`config.mk`:
```
export PLATFORM = sky130hd
export DESIGN_NAME = fetch_stage
export DESIGN_NICKNAME = d
export VERILOG_FILES = /design/src/rtl/fetch_stage.sv
export SDC_FILE = /design/constraint.sdc
export NUM_CORES = 2
export LEC_CHECK = 0
export ABC_AREA = 1
export CORE_ASPECT_RATIO = 0.8
export CORE_MARGIN = 5
export CORE_UTILIZATION = 50
export CTS_CLUSTER_DIAMETER = 40
export CTS_CLUSTER_SIZE = 25
export DETAILED_ROUTE_END_ITERATION = 10
export GPL_TIMING_DRIVEN = 0
export PLACE_DENSITY = 0.68
export SLEW_MARGIN = 20
export SYNTH_ARGS = -nofsm -noshare
export SYNTH_HDL_FRONTEND = slang
export SYNTH_SLANG_ARGS = --single-unit
```
`constraint.sdc`:
```
create_clock -name clk -period 8.4 [get_ports clk]
set_input_delay 1.68 -clock clk [delete_from_list [all_inputs] [get_ports clk]]
set_output_delay 1.68 -clock clk [all_outputs]
set_load 0.005 [all_outputs]
```
`src/rtl/fetch_stage.sv`:
```
// IF stage: owns the PC, issues one instruction fetch at a time, and predicts the
// next PC from a direct-mapped BTB with 2-bit counters trained by EX.
module fetch_stage #(
    parameter int              XLEN        = 32,
    parameter int              ILEN        = 32,
    parameter logic [XLEN-1:0] RESET_PC    = 32'h0000_1000,
    parameter int              BTB_ENTRIES = 16
) (
    input  logic            clk,
    input  logic            reset,
    input  logic            stall_in,
    input  logic            redirect_valid_in,
    input  logic [XLEN-1:0] redirect_pc_in,
    input  logic            resolve_valid_in,
    input  logic [XLEN-1:0] resolve_pc_in,
    input  logic [XLEN-1:0] resolve_target_in,
    input  logic            resolve_taken_in,
    output logic            imem_req_valid_out,
    output logic [XLEN-1:0] imem_req_addr_out,
    input  logic            imem_req_ready_in,
    input  logic            imem_resp_valid_in,
    input  logic [ILEN-1:0] imem_resp_data_in,
    output logic [ILEN-1:0] instr_out,
    output logic [XLEN-1:0] pc_out,
    output logic [XLEN-1:0] pc_plus4_out,
    output logic            pred_taken_out,
    output logic            imem_stall_out
);

    localparam int              IDX   = $clog2(BTB_ENTRIES);
    localparam int              TAG_W = XLEN - IDX - 2;
    localparam logic [ILEN-1:0] NOP   = ILEN'(32'h0000_0013);

    typedef enum logic [1:0] {
        S_REQ,
        S_WAIT,
        S_HOLD,
        S_DROP
    } state_t;

    state_t          state_reg, state_next;
    logic [XLEN-1:0] pc_reg, pc_next;
    logic [ILEN-1:0] hold_data_reg, hold_data_next;
    logic            hold_pred_reg, hold_pred_next;
    logic [XLEN-1:0] hold_npc_reg, hold_npc_next;

    logic            fetch_valid;
    logic [ILEN-1:0] fetch_data;
    logic            fetch_pred;
    logic            show_fetch;

    // BTB contents gathered from the per-entry storage below
    logic             btb_valid  [BTB_ENTRIES];
    logic [TAG_W-1:0] btb_tag    [BTB_ENTRIES];
    logic [XLEN-1:0]  btb_target [BTB_ENTRIES];
    logic [1:0]       btb_ctr    [BTB_ENTRIES];

    logic [IDX-1:0]   lk_idx;
    logic [TAG_W-1:0] lk_tag;
    logic             lk_hit;
    logic             lk_taken;
    logic [XLEN-1:0]  pc_plus4;
    logic [XLEN-1:0]  lk_npc;

    logic [IDX-1:0]   rs_idx;
    logic [TAG_W-1:0] rs_tag;

    logic             unused_bits;

    assign unused_bits = ^{pc_reg[1:0], resolve_pc_in[1:0]};

    // Lookup on the current PC
    assign lk_idx   = pc_reg[IDX+1:2];
    assign lk_tag   = pc_reg[XLEN-1:IDX+2];
    assign lk_hit   = btb_valid[lk_idx] && (btb_tag[lk_idx] == lk_tag);
    assign lk_taken = lk_hit && btb_ctr[lk_idx][1];
    assign pc_plus4 = pc_reg + XLEN'(4);
    assign lk_npc   = lk_taken ? btb_target[lk_idx] : pc_plus4;

    assign rs_idx = resolve_pc_in[IDX+1:2];
    assign rs_tag = resolve_pc_in[XLEN-1:IDX+2];

    genvar gi;
    generate
        for (gi = 0; gi < BTB_ENTRIES; gi++) begin : g_btb
            logic             valid_reg;
            logic [TAG_W-1:0] tag_reg;
            logic [XLEN-1:0]  target_reg;
            logic [1:0]       ctr_reg;
            logic             sel;
            logic             hit;

            assign sel = resolve_valid_in && (rs_idx == IDX'(gi));
            assign hit = valid_reg && (tag_reg == rs_tag);

            always_ff @(posedge clk) begin
                if (reset) begin
                    valid_reg <= 1'b0;
                end else if (sel && resolve_taken_in) begin
                    valid_reg <= 1'b1;
                end
            end

            // Tag/target/counter need no reset: they are only read behind valid_reg
            always_ff @(posedge clk) begin
                if (sel && resolve_taken_in) begin
                    tag_reg    <= rs_tag;
                    target_reg <= resolve_target_in;
                    if (hit) begin
                        ctr_reg <= (ctr_reg == 2'b11) ? 2'b11 : ctr_reg + 2'b01;
                    end else begin
                        ctr_reg <= 2'b10;
                    end
                end else if (sel && hit) begin
                    ctr_reg <= (ctr_reg == 2'b00) ? 2'b00 : ctr_reg - 2'b01;
                end
            end

            assign btb_valid[gi]  = valid_reg;
            assign btb_tag[gi]    = tag_reg;
            assign btb_target[gi] = target_reg;
            assign btb_ctr[gi]    = ctr_reg;
        end
    endgenerate

    always_comb begin
        state_next     = state_reg;
        pc_next        = pc_reg;
        hold_data_next = hold_data_reg;
        hold_pred_next = hold_pred_reg;
        hold_npc_next  = hold_npc_reg;
        fetch_valid    = 1'b0;
        fetch_data     = NOP;
        fetch_pred     = 1'b0;

        case (state_reg)
            S_WAIT: begin
                if (imem_resp_valid_in) begin
                    fetch_valid = 1'b1;
                    fetch_data  = imem_resp_data_in;
                    fetch_pred  = lk_taken;
                end
            end
            S_HOLD: begin
                fetch_valid = 1'b1;
                fetch_data  = hold_data_reg;
                fetch_pred  = hold_pred_reg;
            end
            default: ;
        endcase

        if (redirect_valid_in) begin
            pc_next = redirect_pc_in;
            case (state_reg)
                // A request accepted in the same cycle still owes a response; drop it
                S_REQ:          state_next = imem_req_ready_in ? S_DROP : S_REQ;
                S_WAIT, S_DROP: state_next = imem_resp_valid_in ? S_REQ : S_DROP;
                default:        state_next = S_REQ;
            endcase
        end else begin
            case (state_reg)
                S_REQ: begin
                    if (imem_req_ready_in) begin
                        state_next = S_WAIT;
                    end
                end
                S_WAIT: begin
                    if (imem_resp_valid_in) begin
                        if (stall_in) begin
                            hold_data_next = imem_resp_data_in;
                            hold_pred_next = lk_taken;
                            hold_npc_next  = lk_npc;
                            state_next     = S_HOLD;
                        end else begin
                            pc_next    = lk_npc;
                            state_next = S_REQ;
                        end
                    end
                end
                S_HOLD: begin
                    // Advance with the prediction captured when the word arrived
                    if (!stall_in) begin
                        pc_next    = hold_npc_reg;
                        state_next = S_REQ;
                    end
                end
                S_DROP: begin
                    if (imem_resp_valid_in) begin
                        state_next = S_REQ;
                    end
                end
                default: state_next = S_REQ;
            endcase
        end
    end

    always_ff @(posedge clk) begin
        if (reset) begin
            state_reg     <= S_REQ;
            pc_reg        <= RESET_PC;
            hold_data_reg <= NOP;
            hold_pred_reg <= 1'b0;
            hold_npc_reg  <= '0;
        end else begin
            state_reg     <= state_next;
            pc_reg        <= pc_next;
            hold_data_reg <= hold_data_next;
            hold_pred_reg <= hold_pred_next;
            hold_npc_reg  <= hold_npc_next;
        end
    end

    assign show_fetch         = fetch_valid && !redirect_valid_in && !reset;
    assign imem_req_valid_out = reset || (state_reg == S_REQ);
    assign imem_req_addr_out  = reset ? RESET_PC : pc_reg;
    assign instr_out          = show_fetch ? fetch_data : NOP;
    assign pred_taken_out     = show_fetch && fetch_pred;
    assign imem_stall_out     = !show_fetch;
    assign pc_out             = pc_reg;
    assign pc_plus4_out       = pc_plus4;

endmodule

```
== After elaboration in Yosys (flattened, before gate mapping) ==
Cells that the tools add are included.

* Input port bits: 136
* Flip-flop bits (word level): 1075
* Word-level logic and storage cells: 389
* Output and inout port bits: 131

* Bitwise logic cells: 2
* $lt $le $gt $ge: 1
* Reductions and logical operators: 112
* $add $sub $neg: 33
* Multiplexer cells: 116
* Eq/ne operators: 56

{| class="wikitable"
|+ Operators by type and width
! cell !! number
|-
| $eq A26 B26 Y1 || 17
|-
| $mux W32 || 10
|-
| $mux W2 || 90
|-
| $bmux W32 S4 || 1
|-
| $pmux W32 S2 || 2
|-
| $bmux W26 S4 || 1
|-
| $logic_and A1 B1 Y1 || 69
|-
| $mux W26 || 2
|-
| $eq A2 B2 Y1 const B || 18
|-
| $logic_not A2 Y1 || 17
|-
| $add A2 B1 Y2 const B || 16
|-
| $add A32 B3 Y32 const B || 1
|-
| $eq A4 B4 Y1 const B || 8
|-
| $reduce_bool A2 Y1 || 16
|-
| $sub A2 B1 Y2 const B || 16
|-
| $eq A4 B3 Y1 const B || 4
|-
| $ne A3 B3 Y1 const B || 5
|-
| $reduce_and A4 Y1 || 3
|-
| $bmux W2 S4 || 1
|-
| $eq A4 B2 Y1 const B || 2
|-
| $pmux W2 S4 || 1
|-
| $ge A5 B5 Y1 const B || 1
|-
| $not A4 Y5 || 1
|-
| $bmux W1 S4 || 1
|-
| 11 further kinds || 17
|}

== Longest topological paths before layout ==
* Depth after elaboration: 12
* Depth in mapped cells: 23

== Least setup slack after synthesis ==
No wires, ideal clock.

* Kind: input -> register
* Start: input resolve_pc_in[2]
* End: register g_btb[11].ctr_reg[0] (enable)
* Stages on the path: 8
* Arrival time: 5.258 ns
* Library setup time: 0.311 ns
* Path buffers: 0
* Slack: 2.831 ns
* Path through: inv_1 nor3_1 inv_1 nor2_1 inv_1 nor2_1 inv_1 nand2_1

* Longest elaborated chain between the ends: 4

{| class="wikitable"
|+ RTL lines
! item !! line !! RTL
|-
| start, declared || 15 || <nowiki>input logic [XLEN-1:0] resolve_pc_in,</nowiki>
|-
| $eq A4 B4 Y1 (*) || 93 || <nowiki>assign sel = resolve_valid_in && (rs_idx == IDX'(gi));</nowiki>
|-
| $logic_and A1 B1 Y1 (*) || 93 ||
|-
| $logic_and A1 B1 Y1, on equally long branches || 106, 114 ||
|-
| $reduce_bool A2 Y1 (no line) (*) || -- ||
|-
| end signal, assigned || 110 || <nowiki>ctr_reg <= (ctr_reg == 2'b11) ? 2'b11 : ctr_reg + 2'b01;</nowiki>
|-
| end signal, assigned || 115 || <nowiki>ctr_reg <= (ctr_reg == 2'b00) ? 2'b00 : ctr_reg - 2'b01;</nowiki>
|-
| end, declared || 89 || <nowiki>logic [1:0] ctr_reg;</nowiki>
|}

Mark *: on every way between the ends. The rest lies on a longest branch, timed or not.
A chain may end at the register's enable or synchronous reset.

== Worst setup path after layout ==
* Start: register pc_reg[5] (netlist: pc_out[5])
* End: output pred_taken_out

* Longest elaborated chain between the ends: 10

{| class="wikitable"
|+ RTL lines
! item !! line !! RTL
|-
| start, declared || 42 || <nowiki>logic [XLEN-1:0] pc_reg, pc_next;</nowiki>
|-
| start signal, assigned || 206 || <nowiki>pc_reg <= pc_next;</nowiki>
|-
| $not A4 Y5 (implied by the code) (*) || 75, 76 ||
|-
| $bmux W26 S4 || 75 || <nowiki>assign lk_hit = btb_valid[lk_idx] && (btb_tag[lk_idx] == lk_tag);</nowiki>
|-
| $mux W26 (implied by the code) (2 in series) || 75 ||
|-
| $eq A26 B26 Y1 || 75 ||
|-
| $logic_and A1 B1 Y1 || 75 ||
|-
| $logic_and A1 B1 Y1 (*) || 76 || <nowiki>assign lk_taken = lk_hit && btb_ctr[lk_idx][1];</nowiki>
|-
| $mux W1 (*) || 138 || <nowiki>if (imem_resp_valid_in) begin</nowiki>
|-
| $pmux W1 S2 (*) || 136 || <nowiki>case (state_reg)</nowiki>
|-
| $logic_and A1 B1 Y1 (*) || 217 || <nowiki>assign pred_taken_out = show_fetch && fetch_pred;</nowiki>
|-
| end, declared || 26 || <nowiki>output logic pred_taken_out,</nowiki>
|}

Mark *: on every way between the ends. The rest lies on a longest branch, timed or not. The select of a mux whose other input is x is not followed.

==> metrics.md <==
| Metric | Value |
|---|---|
| Area after DPL | `56440 um2` |
| RSZ-0062 raised after global routing | `no` |
| Post-Synthesis Cells | `just over 5000` |
| Final setup viols | `0` |
| Hold Crit Class | `reg2reg` |
| Core Region | `100600 um2` |
| Global-route wire length before repair | `between 300 and 400 mm` |
| Leak | `22.92 nW` |
| Inserted Clock Buffers | `between 100 and 150` |
| Reg clk slew, reported paths | `around 0.07 ns` |
| Critical Path AT | `5.56 ns` |
| Fin crit share | `0.8622` |
| Clk pwr share | `0.404` |
| Power Density | `244.0 nW/um2` |
| Capturing point of the worst reg2reg path | `pc_out[12]$_SDFFE_PP1P_` |
| Worst Setup End Kind | `output pin` |
| Post-layout minimum cycle time | `7.243 ns` |
| Vias in the first global route | `40920` |
| Register area share after synthesis | `0.6150` |
| Most instantiated cells after synthesis | `nand2_1 (1071), edfxtp_1 (960), inv_1 (518), nand3_1 (518), nor2_1 (506)` |
| Register share of total power | `0.404` |
| Wire length per cell | `~33 um` |
| Synth cell types | `between 40 and 50` |
| Worst r2r path cells | `17` |
| Startpoint class of the critical path | `flop` |
| Total track usage | `0.4211` |
| Post-detail-place hpwl | `169.6 mm` |
| Critical path class | `reg2out` |
| Core Rows | `104` |
| Clock skew | `0.04584 ns` |
| Post-Syn Area per Cell | `9.743 um2` |
| Warnings, synthesis | `0` |
| CP cell instances | `inv_1 > clkbuf_1 > nand3_1 > nand2_1 > nand2_1 > nand2_1 > nand2_1 > nor2_1 > nand3_2 > nor2_8 > buf_6 > a22oi_1 > nor2_1 > clkdlybuf4s50_1` |
| #FFs+latches synth | `1075` |
| Number of DRC violations after detailed-routing iteration 0 | `9321` |
| DIE AREA | `approximately 110000 um2` |
| CTS tree | `built` |
| Async S/R FF share, synth | `0` |
| Switch Pwr | `4.860 mW` |
| Adder-cell share of the synthesized area | `0.001236` |
| CP max-delay cell | `clkbuf_1` |
| Relative slew slack | `0.1173` |
| Cell Area, Synth | `50610 um2` |
| Net count after synthesis | `5336` |
| IO Count | `267` |
| Clock buffer depth | `3` |
| Yosys top cell area share | `0.5695` |
| Final number of max-transition violations | `0` |
| Buffers on Ports | `roughly 260` |
| CP required | `6.72 ns` |
| Clock Root Buffer | `clkbuf_16` |
| Switching share of power | `0.3254` |
| Max reg flops | `512` |
| WL final | `approximately 230 mm` |
| R2R Setup Slk | `between 3 and 4 ns` |
| Drt pass-1 iters | `7` |
| Power, Total | `14.93 mW` |
| Overflow after GRT | `0` |
| Max H-tree Level | `4` |
| Die W | `~370 um` |
| Hold Crit Start | `hold_data_reg[29]$_SDFFE_PP0P_` |
| Mux share of post-synthesis cell area | `0` |
| Routed Antenna Nets | `0` |
| Largest family of logic cells by synthesized area | `simple AND/OR/NAND/NOR gates` |
| Vias | `45620` |
| Post-CTS setup buffer count | `0` |
| Setup WS post-layout | `1.157 ns` |
| DRC violation count after routing | `0` |
| RD Place Congestion | `1.055` |
| Clock sink count | `1075` |
| Die height | `294.6 um` |
| Cell Int Power | `10.07 mW` |
| Post-Synth Simple-Gate Area | `0.1939` |
| Hold depth | `2` |
| Nets | `5799` |
| Pin count of the biggest net entering global routing | `23` |
| Cell family with most CP delay | `simple AND/OR/NAND/NOR gates` |
| Max-Cap Viols | `0` |
| WHS Endpoint | `hold_data_reg[29]$_SDFFE_PP0P_` |
| Max VDD drop | `just under 0.0002 V` |
| Yosys top cell by area | `edfxtp_1` |
| CP Max Fanout | `10` |
| Synth Flop Type | `edfxtp_1` |
| Synth Area in Compound Gates | `0.08998` |
| Max Clock Freq | `0.1381 GHz` |
| Worst-Margin Slew | `between 1 and 1.5 ns` |
| Initial antenna violation count | `23` |
| Post-synth EDFFs | `960` |
| Worst slack at placement | `roughly 1.9 ns` |
| Fraction of layout cells with a size suffix above 1 | `0.07591` |
| Post-synthesis xor/xnor area fraction | `0.03374` |
| Worst r2r src | `pc_out[2]$_SDFFE_PP0P_` |
| Worst skew pair latency | `0.75 ns` |
| Status | `completed` |
| P&R area growth vs syn | `20.91%` |
| Initial core utilization | `0.5032` |
| Top-count cell post-synth | `nand2_1` |
| DR vias/cell | `6.419` |
| CTS resizes | `0` |
| Final Hold Viols | `0` |
| Top area cells in the synthesized netlist | `edfxtp_1 (57%), nand2_1 (7.9%), nand3_1 (5.1%)` |
| Most common cell on crit path | `nand2_1` |
| Max incr delay on CP | `between 0.8 and 0.9 ns` |
| Final instance area | `61200 um2` |
| Worst hold slack | `0.4635 ns` |
| Part of the power in combinational logic | `0.191` |
| Hold buffers post-CTS | `0` |
| Buf/Inv on CP | `4` |
==> cell families (layout without fill, tap and decap cells) <==
| logic type | after synthesis | count (layout) |
|---|---|---|
| buf+inv | 832 | 1407 |
| xor+xnor | 195 | 195 |
| fa+ha+maj | 5 | 5 |
| simple gates | 2306 | 2306 |
| compound gates | 782 | 782 |
| flops | 1075 | 1075 |
| other cells | 0 | 12 |
==> cell type report <==
| class | instances | area, um2 |
|---|---|---|
| Fill cell | 8327 | 39390 |
| Tap cell | 1325 | 1658 |
| Multi-Input combinational cell | 3288 | 16320 |
| Clock buffer | 154 | 3587 |
| Buffer | 301 | 1370 |
| Timing Repair Buffer | 325 | 3989 |
| Clock inverter | 96 | 1115 |
| Sequential cell | 1075 | 31130 |
| Antenna cell | 12 | 30.03 |
| Inverter | 531 | 1996 |
==> layout by cell type, fill, tap and decap left out, drive strengths merged, types with 4 or more instances in the layout <==
cell	instances
a2111oi	8
a21oi	160
a221oi	15
a31oi	4
buf	183
bufinv	8
clkbuf	333
clkdlybuf4s50	263
clkinv	47
clkinvlp	15
dfxtp	115
diode	12
edfxtp	960
ha	5
inv	557
nand2	1072
nand3	521
nand3b	4
nand4	54
nor2	507
nor3	75
nor4	50
o2111ai	7
o211ai	52
o21ai	239
o22ai	280
o31ai	11
or2	20
xnor2	53
xor2	142
==> routing by layer <==
metal	vias up	track usage	wire length, um
met5	-	0	391
met1	21890	0.6098	91800
met2	4123	0.5375	87650
met3	637	0.2089	43700
li1	18940	-	-
met4	26	0.1571	10120
==> worst reg2reg max path, cell delays in order, from the launching register on <==
cell and delay [ns]:
dfxtp_1 0.52, buf_6 0.20, buf_4 0.29, buf_2 0.53, nor2_1 0.12, inv_1 0.08, clkbuf_1 0.78, clkbuf_1 0.61
o22ai_1 0.14, o21ai_0 0.21, nand3_1 0.09, nand2_1 0.40, nand2_1 0.14, nand3_1 0.11, nand2_1 0.14, nand2_1 0.11
nand2_1 0.05, nand2_1 0.06
==> worst max path at each step <==
stage          depth (start not counted)                   start                              to
3_5_place_dp                          12        resolve_pc_in[9]   g_btb[6].ctr_reg[1]$_DFFE_PP_
4_1_cts                               14  pc_out[5]$_SDFFE_PP0P_                  pred_taken_out
3_3_place_gp                           9        resolve_pc_in[3]   g_btb[6].ctr_reg[0]$_DFFE_PP_
5_1_grt                               14  pc_out[5]$_SDFFE_PP0P_                  pred_taken_out
6_report                              14  pc_out[5]$_SDFFE_PP0P_                  pred_taken_out
2_1_floorplan                          8        resolve_pc_in[2]  g_btb[11].ctr_reg[0]$_DFFE_PP_
==> power groups by stage <==
stage               registers (mW)  clock network [mW]  logic (mW)
finish                        6.04                6.04        2.86
floorplan                     6.08                   0        1.26
detailed placement            6.14                   0        2.64
global route                  6.03                6.27        2.88
CTS                           6.02                6.03        2.66
global placement              6.14                   0        2.61
==> metrics by stage <==
step / setup TNS, ns / cells / utilization
6_report: 0 / 7107 / 0.6084
5_1_grt: 0 / 7096 / 0.6081
4_1_cts: 0 / 7095 / 0.6079
3_5_place_dp: 0 / 6845 / 0.5611
3_3_place_gp: -1086.28 / 6783 / 0.5459
2_1_floorplan: 0 / 5195 / -
Power figures use the tool's default switching activity.
